**src/rtl/mem_responder_if.sv**
```systemverilog
// Request/response bus between the processor (master) and the data memory responder (slave).
interface mem_responder_if;
    localparam int unsigned DATA_W = 16;

    logic              req;
    logic              r_wbar;
    logic [DATA_W-1:0] ao;
    logic [DATA_W-1:0] edb_in;
    logic [DATA_W-1:0] edb_out;
    logic              ack;
    logic              busy;
    logic              error;

    modport master (
        output req, r_wbar, ao, edb_in,
        input  edb_out, ack, busy, error
    );

    modport slave (
        input  req, r_wbar, ao, edb_in,
        output edb_out, ack, busy, error
    );
endinterface

```
**src/rtl/mem_responder.sv**
```systemverilog
// Word-addressed data memory behind a handshaken bus: accepts one request,
// waits WAIT_STATES cycles, performs the access and pulses ack for one cycle.
module mem_responder #(
    parameter int unsigned DEPTH       = 32,
    parameter int unsigned WAIT_STATES = 1
) (
    input  logic           clock,
    input  logic           reset,
    mem_responder_if.slave bus
);
    localparam int unsigned DATA_W = 16;
    localparam int unsigned ABUS_W = 16;
    localparam int unsigned ADDR_W = (DEPTH > 1) ? $clog2(DEPTH) : 1;
    localparam int unsigned CNT_W  = 4;

    typedef enum logic [1:0] {
        ST_IDLE,
        ST_WAIT,
        ST_RESP
    } state_t;

    state_t            state;
    state_t            state_n;
    logic [CNT_W-1:0]  cnt;
    logic [CNT_W-1:0]  cnt_n;
    logic [ABUS_W-1:0] addr_q;
    logic [ABUS_W-1:0] addr_n;
    logic [DATA_W-1:0] data_q;
    logic [DATA_W-1:0] data_n;
    logic              rw_q;
    logic              rw_n;
    logic [DATA_W-1:0] dout_q;
    logic [DATA_W-1:0] dout_n;
    logic              ack_q;
    logic              ack_n;
    logic              busy_q;
    logic              busy_n;
    logic              err_q;
    logic              err_n;
    logic              mem_we_c;
    logic              in_range_c;
    logic [ADDR_W-1:0] idx_c;

    logic [DATA_W-1:0] mem [DEPTH];

    // Full-width range test: addresses at or above DEPTH never alias into the array.
    assign in_range_c = ({16'd0, addr_q} < 32'(DEPTH));
    assign idx_c      = addr_q[ADDR_W-1:0];

    assign bus.edb_out = dout_q;
    assign bus.ack     = ack_q;
    assign bus.busy    = busy_q;
    assign bus.error   = err_q;

    // State and output registers.
    always_ff @(posedge clock) begin
        if (reset) begin
            state  <= ST_IDLE;
            cnt    <= '0;
            addr_q <= '0;
            data_q <= '0;
            rw_q   <= 1'b0;
            dout_q <= '0;
            ack_q  <= 1'b0;
            busy_q <= 1'b0;
            err_q  <= 1'b0;
        end else begin
            state  <= state_n;
            cnt    <= cnt_n;
            addr_q <= addr_n;
            data_q <= data_n;
            rw_q   <= rw_n;
            dout_q <= dout_n;
            ack_q  <= ack_n;
            busy_q <= busy_n;
            err_q  <= err_n;
        end
    end

    // Array write port; reset on the access edge suppresses the write. Contents are not reset.
    always_ff @(posedge clock) begin
        if (!reset && mem_we_c) begin
            mem[idx_c] <= data_q;
        end
    end

    // Next-state and output logic.
    always_comb begin
        state_n  = state;
        cnt_n    = cnt;
        addr_n   = addr_q;
        data_n   = data_q;
        rw_n     = rw_q;
        dout_n   = dout_q;
        ack_n    = ack_q;
        busy_n   = busy_q;
        err_n    = err_q;
        mem_we_c = 1'b0;

        unique case (state)
            ST_IDLE: begin
                if (bus.req) begin
                    addr_n  = bus.ao;
                    data_n  = bus.edb_in;
                    rw_n    = bus.r_wbar;
                    cnt_n   = CNT_W'(WAIT_STATES);
                    busy_n  = 1'b1;
                    state_n = ST_WAIT;
                end
            end

            ST_WAIT: begin
                if (cnt != '0) begin
                    cnt_n = cnt - CNT_W'(1);
                end else begin
                    ack_n   = 1'b1;
                    state_n = ST_RESP;
                    if (!in_range_c) begin
                        dout_n = '0;
                        err_n  = 1'b1;
                    end else if (rw_q) begin
                        dout_n = mem[idx_c];
                        err_n  = 1'b0;
                    end else begin
                        mem_we_c = 1'b1;
                        dout_n   = '0;
                        err_n    = 1'b0;
                    end
                end
            end

            ST_RESP: begin
                ack_n   = 1'b0;
                busy_n  = 1'b0;
                err_n   = 1'b0;
                dout_n  = '0;
                state_n = ST_IDLE;
            end

            default: begin
                state_n = ST_IDLE;
            end
        endcase
    end
endmodule
```
**src/flat_wrapper.sv**
```systemverilog
// flat-port wrapper written by rule: the top's interface ports become plain ports
module mem_responder_flat 
#(
    parameter int unsigned DEPTH       = 32,
    parameter int unsigned WAIT_STATES = 1
)
  (clock, reset, bus_req, bus_r_wbar, bus_ao, bus_edb_in, bus_edb_out, bus_ack, bus_busy, bus_error);
  mem_responder_if bus_i ();
  input  logic clock;
  input  logic reset;
  input wire logic [$bits(bus_i.req)-1:0] bus_req;
  input wire logic [$bits(bus_i.r_wbar)-1:0] bus_r_wbar;
  input wire logic [$bits(bus_i.ao)-1:0] bus_ao;
  input wire logic [$bits(bus_i.edb_in)-1:0] bus_edb_in;
  output wire logic [$bits(bus_i.edb_out)-1:0] bus_edb_out;
  output wire logic [$bits(bus_i.ack)-1:0] bus_ack;
  output wire logic [$bits(bus_i.busy)-1:0] bus_busy;
  output wire logic [$bits(bus_i.error)-1:0] bus_error;
  assign bus_i.req = bus_req;
  assign bus_i.r_wbar = bus_r_wbar;
  assign bus_i.ao = bus_ao;
  assign bus_i.edb_in = bus_edb_in;
  assign bus_edb_out = bus_i.edb_out;
  assign bus_ack = bus_i.ack;
  assign bus_busy = bus_i.busy;
  assign bus_error = bus_i.error;
  mem_responder #(.DEPTH(DEPTH), .WAIT_STATES(WAIT_STATES)) u_core (.clock(clock), .reset(reset), .bus(bus_i));
endmodule
```
**config.mk**
```make
export PLATFORM = sky130hd
export DESIGN_NAME = mem_responder_flat
export DESIGN_NICKNAME = d
export VERILOG_FILES = /design/src/rtl/mem_responder_if.sv /design/src/rtl/mem_responder.sv /design/src/flat_wrapper.sv
export SDC_FILE = /design/constraint.sdc
export NUM_CORES = 1
export LEC_CHECK = 0
export CORE_MARGIN = 8
export CORE_UTILIZATION = 66
export DETAILED_ROUTE_END_ITERATION = 10
export PLACE_DENSITY = 0.84
export SLEW_MARGIN = 0
export SYNTH_ARGS = -nofsm -noshare
export SYNTH_HDL_FRONTEND = slang
export SYNTH_SLANG_ARGS = --single-unit
export TNS_END_PERCENT = 1
```
**constraint.sdc**
```tcl
create_clock -name clock -period 5.7 [get_ports clock]
set_input_delay 1.14 -clock clock [delete_from_list [all_inputs] [get_ports clock]]
set_output_delay 1.14 -clock clock [all_outputs]
set_load 0.02 [all_outputs]
```
==> metrics.txt <==
status complete, no violations; DR DRC count 0; P&R area growth vs syn 13.7%; Cells after Synth between 1000 and 1500; Final ANT Viol Nets 0; Seq/Total Area, Yosys 75.9%; max-cap viol count 0; core footprint 32600 sq um; GPL Wtd Cong about 0.84; post-CTS setup buffer count 0; largest net degree at the start of global routing 76; minimum clock period 4.32 ns; Fin Setup TNS 0 ns; Yosys warnings 0; IO buf count 54; fill count 1590; crit path DAT 4.50 ns; wire per inst 31.8 um; worst flop-to-flop path startpoint u_core.cnt[0]$_SDFFE_PP0P_; number of global-route vias before repair roughly 12000; Worst-path clk slew 0.06 ns; share of layout cells above drive strength 1 20.7%; 1st-pass router iterations 5; die area approximately 40000 sq um; Hold Crit Start u_core.addr_q[5]$_SDFFE_PP0P_; EDFF count, synth 512; final net count approximately 1300; area post-placement ~23000 sq um; Netlist cell types 51; PnR worst setup slack between 1 and 1.5 ns; H-tree level count 2; Final Hold Vio Count 0; average size of a mapped cell approximately 19 sq um; Critical Path Source u_core.cnt[0]$_SDFFE_PP0P_; Die Y-Extent about 200 um; Peak supply drop 293 uV; final setup violation count 0; initial antenna violation count 3; Worst Skew 0.0258 ns; # clock sinks 575; Worst Max-Slew Pin Slew approximately 1.5 ns; pre-CTS setup slack 1.20 ns; Seq cells post-synth around 580; Slew Viols, Final 0; vias between 10000 and 15000; Root Driver clkbuf_16; gr ovfl total 0; Final Cycle Share around 76%; Global Route Usage Sum 28.7%; CTS Buf Count 52; critical path fanouts, max 16; global-route wire length before repair about 80000 um; clk_lat worst skew 0.59 ns; max incr delay on CP 1.11 ns; CTS Hold Buffers Added 0; final hold slack 0.461 ns; total power 0.00893 W; WL met2 25900 um; Critical Path End Type flop; crit path cell chain inv_1 -> ha_1 -> nor3b_1 -> nand3b_1 -> nor4b_1 -> nand2_1 -> nor2_1; CTS tree yes; uppermost layer routed met5; RSZ-0062 raised after global routing no; Critical Path RT around 6 ns; fin area 24900 sq um; clk buf depth 3; Worst setup SP type flop; Routed met3 length 7660 um; met1 WL 19700 um; routed wire length 55800 um; leakage 8.20 nW; CP max stage cell nor2_1; syn_nets roughly 1200; async set-or-reset flop fraction in the synthesized netlist 0%; Initial Util between 60 and 70%; Hold Crit Class flop to flop; num rows 66; f_max 0.231 GHz; via/cell ratio 7.08; top_reg_cell synth edfxtp_1; Slew headroom around 1.9%; initial DRC count 1834; I/O Pins 55; DP HPWL 31900 um; # resized after CTS 0; Synth Cell Area 21900 sq um; Die Width 198 um; crit path kind flop to flop; Power per Cell Area 358 nW/um^2
## layout by cell type (no fill, tap or decap), types with 5 or more instances in the layout
| master | n |
|---|---|
| a211oi_1 | 7 |
| nand3_1 | 6 |
| bufinv_16 | 9 |
| dfxtp_1 | 60 |
| clkinv_2 | 13 |
| a221oi_1 | 7 |
| and3_1 | 5 |
| mux2i_1 | 48 |
| nor3_1 | 9 |
| edfxtp_1 | 512 |
| mux2_2 | 14 |
| nand2_1 | 101 |
| nor2b_1 | 5 |
| buf_4 | 55 |
| a32o_1 | 10 |
| clkinv_1 | 5 |
| clkbuf_16 | 53 |
| a22oi_1 | 15 |
| clkbuf_1 | 6 |
| a22o_1 | 8 |
| clkinvlp_4 | 6 |
| o22ai_1 | 10 |
| o31ai_1 | 5 |
| clkdlybuf4s50_1 | 54 |
| inv_1 | 6 |
| nor2_1 | 45 |
| o21ai_0 | 21 |
| nand2b_1 | 8 |
| mux4_2 | 103 |
| a21oi_1 | 42 |
## layout make-up
| cell class | count | area, sq um | area share [%] |
|---|---|---|---|
| flip-flops and latches | 575 | 16600 | 66.8 |
| well taps | 442 | 553 | 2.22 |
| multi-input cells | 523 | 4940 | 19.8 |
| clock buffers | 62 | 1390 | 5.58 |
| clock inverters | 34 | 404 | 1.62 |
| repair buffers | 110 | 973 | 3.90 |
| diodes | 1 | 2.50 | 0.0100 |
| inverters | 7 | 26.3 | 0.105 |
## worst max-delay path: cells and delay by family, from the launching register on
family / cells / cell delay, ns
and+or+nand+nor: 5 / 3.33
DFF: 1 / 0.34
adders and majority gates: 1 / 0.15
buffers and inverters: 1 / 0.10
## layer usage
metal	vias to the layer above	track usage, %
li1	4898	-
met1	6167	38.8
met2	1152	44.5
met3	195	7.76
met4	2	11.3
met5	-	0
## synth_stat cells (3+ instances only)
cell        n  area share [%]
buf_6       8            0.41
inv_1       6            0.10
dfxtp_1    63             5.8
buf_2      12            0.27
nand2_1   101             1.7
a22oi_1    15            0.51
o31ai_1     5            0.17
mux4_2    103              11
clkbuf_1   29            0.50
nor2b_1     6            0.17
o21ai_0    21            0.48
a21oi_1    42            0.96
nor3_1      9            0.21
buf_4       6            0.21
nand2b_1    8            0.23
nor4_1      4            0.11
mux2_2     14            0.72
nor2_1     49            0.84
a211oi_1    8            0.27
a221oi_1    7            0.28
buf_1       9            0.15
nand3b_1    4            0.14
mux2i_1    48             2.2
a32oi_1     4            0.16
and2_1      3           0.086
a32o_1     10            0.46
a22o_1      8            0.32
edfxtp_1  512              70
o22ai_1    10            0.29
nand3_1     6            0.14
and3_1      5            0.14
a211o_1     4            0.16
o211ai_1    4            0.14
## state kept, by name, summed over array words and instances, names as in the netlist, named ones only
register	count
u_core.addr_q	16
u_core.mem	512
u_core.rw_q	1
u_core.state	2
u_core.data_q	16
u_core.cnt	4
u_core.bus.edb_out	16
u_core.bus.ack	1
u_core.bus.busy	1
u_core.bus.error	1
## metrics by stage
step                utilization [%]  cells
finish                         76.4   1754
global route                   76.4   1753
CTS                            76.4   1753
detailed placement             70.9   1657
global placement               70.9   1657
floorplan                         -   1170
## logic make-up (layout without fill, tap and decap cells)
kind of cell	after synthesis	after routing	synth area share, %
simple gates	203	203	4.07
fa+ha+maj	2	2	0.114
flops	575	575	75.9
other cells	0	1	0
mux	165	165	13.5
compound gates	151	151	4.67
buf+inv	72	213	1.73
xor+xnor	2	2	0.0799
## worst paths after layout
path / endpoint / slack (ns) / depth (start not counted)
setup / recovery: u_core.mem[21][6]$_DFFE_PP_ / 1.38 / 7
hold / removal: u_core.addr_q[5]$_SDFFE_PP0P_ / 0.46 / 2
setup reg to reg: u_core.mem[21][6]$_DFFE_PP_ / 1.38 / 7
hold reg to reg: u_core.addr_q[5]$_SDFFE_PP0P_ / 0.46 / 2
## power by group
| part | leakage [nW] | switching, W | internal [W] |
|---|---|---|---|
| Sequential | 5.41 | 0.0000685 | 0.00463 |
| Combinational | 1.92 | 0.000340 | 0.000207 |
| Clock | 0.869 | 0.00154 | 0.00215 |
| Total | 8.20 | 0.00195 | 0.00698 |
Note: power is estimated with default switching activity, not from simulation.
